### config.mk
export PLATFORM = sky130hd
export DESIGN_NAME = base_logic_16_bit_pipelined_post_processing
export DESIGN_NICKNAME = d
export VERILOG_FILES = /design/src/rtl/base_logic_16_bit_pipelined_post_processing.sv
export SDC_FILE = /design/constraint.sdc
export NUM_CORES = 1
export LEC_CHECK = 0
export CORE_MARGIN = 8
export CORE_UTILIZATION = 35
export CTS_BUF_LIST = sky130_fd_sc_hd__clkbuf_4 sky130_fd_sc_hd__clkbuf_8 sky130_fd_sc_hd__clkbuf_16
export DETAILED_ROUTE_END_ITERATION = 10
export PLACE_DENSITY = 0.61
export SYNTH_ARGS = -nofsm -noshare
export SYNTH_HDL_FRONTEND = slang
export SYNTH_SLANG_ARGS = --single-unit
### constraint.sdc
create_clock -name clk -period 1.5 [get_ports clk]
set_input_delay 0.3 -clock clk [delete_from_list [all_inputs] [get_ports clk]]
set_output_delay 0.3 -clock clk [all_outputs]
set_load 0.01 [all_outputs]
### src/rtl/base_logic_16_bit_pipelined_post_processing.sv
// Three-stage Kogge-Stone post-processing for a 16-bit adder with optional
// approximate low-order carries and a valid/ready stall interface.
module base_logic_16_bit_pipelined_post_processing #(
    parameter int unsigned APPROX_BITS = 4
) (
    input  logic        clk,
    input  logic        rst_n,
    input  logic [15:0] p,
    input  logic [16:0] g,
    input  logic        in_valid,
    output logic        in_ready,
    output logic [16:0] sum,
    output logic        out_valid,
    input  logic        out_ready,
    output logic [1:0]  occupancy
);
    localparam int unsigned W = 16;
    localparam logic [W-1:0] LOW_MASK = W'((17'd1 << APPROX_BITS) - 17'd1);

    // One Kogge-Stone level: combine each bit with the bit 'span' below it.
    function automatic logic [2*W-1:0] ks_level(input logic [W-1:0] gin,
                                                input logic [W-1:0] pin,
                                                input int unsigned  span);
        logic [W-1:0] gout;
        logic [W-1:0] pout;
        gout = gin;
        pout = pin;
        for (int unsigned i = span; i < W; i++) begin
            gout[i] = gin[i] | (pin[i] & gin[i-span]);
            pout[i] = pin[i] & pin[i-span];
        end
        return {gout, pout};
    endfunction

    function automatic logic [W-1:0] ks_gen(input logic [W-1:0] gin,
                                            input logic [W-1:0] pin,
                                            input int unsigned  span);
        logic [W-1:0] gout;
        gout = gin;
        for (int unsigned i = span; i < W; i++) begin
            gout[i] = gin[i] | (pin[i] & gin[i-span]);
        end
        return gout;
    endfunction

    logic         advance;
    logic         accept;
    logic         retire;
    logic         v1, v2, v3;
    logic [W-1:0] s1_p;
    logic [W:0]   s1_g;
    logic [W-1:0] s2_g, s2_p, s2_sp, s2_clo;
    logic         s2_g16;
    logic [W-1:0] l0_g, l0_p, l1_g, l1_p, l2_g, l2_p, l3_g, l3_p, l4_g;
    logic [W:0]   carry;
    logic [W:0]   sum_d;

    assign advance   = ~v3 | out_ready;
    assign in_ready  = advance;
    assign out_valid = v3;
    assign accept    = in_valid & advance;
    assign retire    = v3 & out_ready;

    // Bits below APPROX_BITS-1 are removed from the tree; bit APPROX_BITS-1
    // keeps only its generate so it acts as carry-in for the exact section.
    always_comb begin
        l0_g = s1_g[W-1:0] & ~(LOW_MASK >> 1);
        l0_p = s1_p & ~LOW_MASK;
        {l1_g, l1_p} = ks_level(l0_g, l0_p, 1);
        {l2_g, l2_p} = ks_level(l1_g, l1_p, 2);
    end

    always_comb begin
        {l3_g, l3_p} = ks_level(s2_g, s2_p, 4);
        l4_g  = ks_gen(l3_g, l3_p, 8);
        carry = {(l4_g & ~LOW_MASK) | s2_clo, 1'b0};
        sum_d = {s2_g16, s2_sp} ^ carry;
    end

    // Stage valid bits shift together only when the output slot can move.
    always_ff @(posedge clk or negedge rst_n) begin
        if (!rst_n) begin
            v1 <= 1'b0;
            v2 <= 1'b0;
            v3 <= 1'b0;
        end else if (advance) begin
            v1 <= in_valid;
            v2 <= v1;
            v3 <= v2;
        end
    end

    always_ff @(posedge clk or negedge rst_n) begin
        if (!rst_n) begin
            s1_p   <= '0;
            s1_g   <= '0;
            s2_g   <= '0;
            s2_p   <= '0;
            s2_sp  <= '0;
            s2_clo <= '0;
            s2_g16 <= 1'b0;
            sum    <= '0;
        end else begin
            if (advance && in_valid) begin
                s1_p <= p;
                s1_g <= g;
            end
            if (advance && v1) begin
                s2_g   <= l2_g;
                s2_p   <= l2_p;
                s2_sp  <= s1_p;
                s2_clo <= s1_g[W-1:0] & LOW_MASK;
                s2_g16 <= s1_g[W];
            end
            if (advance && v2) begin
                sum <= sum_d;
            end
        end
    end

    always_ff @(posedge clk or negedge rst_n) begin
        if (!rst_n) begin
            occupancy <= 2'd0;
        end else begin
            case ({accept, retire})
                2'b10:   occupancy <= occupancy + 2'd1;
                2'b01:   occupancy <= occupancy - 2'd1;
                default: occupancy <= occupancy;
            endcase
        end
    end
endmodule

==> reports/results.ini <==
[cells_and_area]
layout-drive-gt1-share_pct = 25.3
antenna_cells = 0
area_growth_syn_to_fin_pct = 28.6
layout.cell_area.non_filler_sq_um = 5180
finish.utilization_pct = 45.8
fin_nets = 412
final_instance_count_without_filler_cells = 522

[yosys]
yosysTopAreaCellShare_pct = 60.2
syn-num-nets = 345
synth_top_family_by_area = multiplexers
ys_seq_area_share_pct = 60.2
yosys.area_share.xor_xnor_pct = 4.13
synth.cell_area_sq_um = 4030
post_synth_inst_count = 307
synth-seq-cells = 97
complex_gate_fraction_of_the_synthesized_area_pct = 8.72
largest_area_contributor_in_the_netlist = sky130_fd_sc_hd__dfrtp_1
synthesis.yosys.warnings = 0
synthAdderAreaFrac_pct = 0.310
postSynthAreaPerCell_sq_um = 13.1
synthSimpleGateAreaFrac_pct = 5.00
synth_top_cells_by_area = sky130_fd_sc_hd__dfrtp_1 60%, sky130_fd_sc_hd__mux2_2 14%, sky130_fd_sc_hd__mux2_4 4.8%, sky130_fd_sc_hd__o21ai_0 3.8%, sky130_fd_sc_hd__nand2_1 3.8%
synthDistinctLibCells = 24
muxShareOfSynthArea_pct = 18.8

[floorplan]
fp.dieH_um = 123
number_of_top_level_pins = 58
initial_utilization_pct = 35.6
floorplan.die_area_sq_um = 15200
fp.dieW_um = 123
core_region_area_sq_um = 11300
floorplan_row_count = 39

[critical_path]
r2r_setup_slack_ns = 0.14
worst-endpoint-arrival_ns = 1.16
timing.critical_path.fanout_max = 2
critical_path_required_ns = 1.20
worst-setup-path-type = flip-flop to output port
critPathCaptureType = output port
setup.worst_path.start_class = flip-flop

[pwr]
ir_worst_vdd_v = 0.000661
leakage_power_of_the_design_nw = 2.29
power_density_nw_per_um2 = 1940
power_mw = 10.0

[clock_tree]
cts_root_buf = sky130_fd_sc_hd__clkbuf_16
max-clock-path-buffers = 2
tritoncts = done
htreeDepth = 3
numCtsBuffers = 9
cts_setup_buffers = 0
clock_latency_ns = 0.34
cts.clk_slew.worst_paths_ns = 0.06
tritoncts_num_sinks = 97

[timing]
maxClockFrequency_ghz = 0.684
timing.final.ws_setup_ns = 0.0387
unrepaired_setup_endpoints_after_global_routing = no
final-max-slew-violation-count = 0
totalNegativeSetupSlack_ns = 0
period_needed_ns = 1.46
timing_hold_violations_final = 0
max_slew_margin_pct = 78.4
holdWs_ns = 0.417
clock_skew_ns = 0.00454
max_slew.worst_pin.slew_ns = 0.324
min_period_over_period_pct = 97.4
final-setup-viol-count = 0

[run_status]
outcome = complete, no violations

[placement]
dp_hpwl_um = 5780
post-place-cells = 505
placement.setup.worst_slack_ns = -0.462
dpl_cell_area_sq_um = 4850
io_buffers = 57
gp_congestion = 0.735

[job]
max-cap-violations = 0

[drt]
detailroute.via_count = 2482
postRouteWirelength_um = 7980
drt_pass1_iterations = 4
drtIter0Drc = 73
vias_per_cell = 4.75
route.antenna.remaining_nets = 0
post-route-drc-count = 0
detail_route.wl_per_cell_um = 15.3

[global_route]
grt_pass1_vias = 2647
grt_antenna_before_repair = 0
grt_max_degree = 33
grt_pass1_wl_um = 13200
grt.overflow.total = 0
grt_util_all_layers_pct = 11.2

[min_path]
worst_hold_path_type = input port to async pin

[metal layers]
| layer | share of wire, % | vias to the layer above | global-route usage [%] | wire length, um |
|---|---|---|---|---|
| met5 | 0 | - | 0 | 0 |
| met4 | 2.0 | 0 | 5.64 | 159 |
| met3 | 5.8 | 13 | 3.29 | 460 |
| met2 | 47 | 42 | 17.5 | 3780 |
| met1 | 45 | 1222 | 13.8 | 3580 |
| li1 | - | 1205 | - | - |
[critical path, stage by stage (launching register included)]
cell and delay (ns):
sky130_fd_sc_hd__dfrtp_1 0.41, sky130_fd_sc_hd__buf_4 0.15, sky130_fd_sc_hd__dlygate4sd2_1 0.27
[where the power goes]
| group | internal, mW | total [mW] | leakage [nW] | switching [mW] |
|---|---|---|---|---|
| sequential | 3.62 | 4.34 | 1.15 | 0.719 |
| clock | 1.69 | 2.62 | 0.169 | 0.933 |
| combinational | 1.76 | 3.08 | 0.968 | 1.31 |
| total | 7.08 | 10.0 | 2.29 | 2.97 |
[cell usage in the layout (no fill, tap or decap), drive strengths merged, types with 2 or more instances in the layout]
cell type | synthesis | layout
o21ai | 31 | 31
nor2 | 3 | 3
a21o | 5 | 5
a21oi | 15 | 15
a211oi | 2 | 2
clkdlybuf4s50 | 0 | 35
buf | 12 | 13
xor2 | 5 | 5
inv | 3 | 3
bufinv | 0 | 3
clkbuf | 1 | 11
xnor2 | 14 | 14
o31ai | 8 | 8
nand2 | 43 | 43
mux2 | 63 | 63
dfrtp | 97 | 97
dlygate4sd2 | 0 | 20
[cells in the mapped netlist, drive strengths merged]
cell,count
nand4,1
a21o,5
and2,1
a31o,1
mux2,63
a211oi,2
clkbuf,1
nor2,3
dfrtp,97
ha,1
o21ai,31
xor2,5
a21oi,15
xnor2,14
buf,12
nand2b,1
o31ai,8
inv,3
nand2,43
[registers in the layout, indices dropped and copies added (netlist names)]
register / flops
s1_g: 17
sum: 17
s1_p: 16
s2_sp: 16
s2_g: 13
s2_p: 9
s2_clo: 3
occupancy: 2
out_valid: 1
s2_g16: 1
v1: 1
v2: 1
[cell families after synthesis]
logic type | after synthesis
AO/OA/AOI/OAI | 62
multiplexers | 63
adder cells (fa/ha/maj) | 1
buffers and inverters | 16
flip-flops | 97
XOR/XNOR | 19
AND/OR/NAND/NOR | 49
[final timing paths]
| kind | from | endpoint | depth (start not counted) |
|---|---|---|---|
| max reg2reg | out_valid | occupancy[1] | 6 |
| max | out_valid | out_valid | 2 |
| min in group clk | occupancy[1] | occupancy[1] | 1 |
| min reg2reg | occupancy[1] | occupancy[1] | 1 |
| max in group asynchronous | rst_n | occupancy[0] | 3 |
| min | rst_n | sum[8] | 2 |
[final cells by class]
class | count | area (sq um)
clock buffers | 11 | 246
clock inverters | 5 | 103
fillers | 1063 | 6140
inverters | 3 | 11.3
multi-input cells | 194 | 1500
flip-flops and latches | 97 | 2430
well taps | 143 | 179
repair buffers | 69 | 718
[repair_timing]
action,CTS,global route
endpoints found under the setup margin,54,1
hold endpoints to repair,20,0
hold buffers,1,0
cloned,0,0
gates resized for setup,25,1
(Power assumes the default switching activity.)
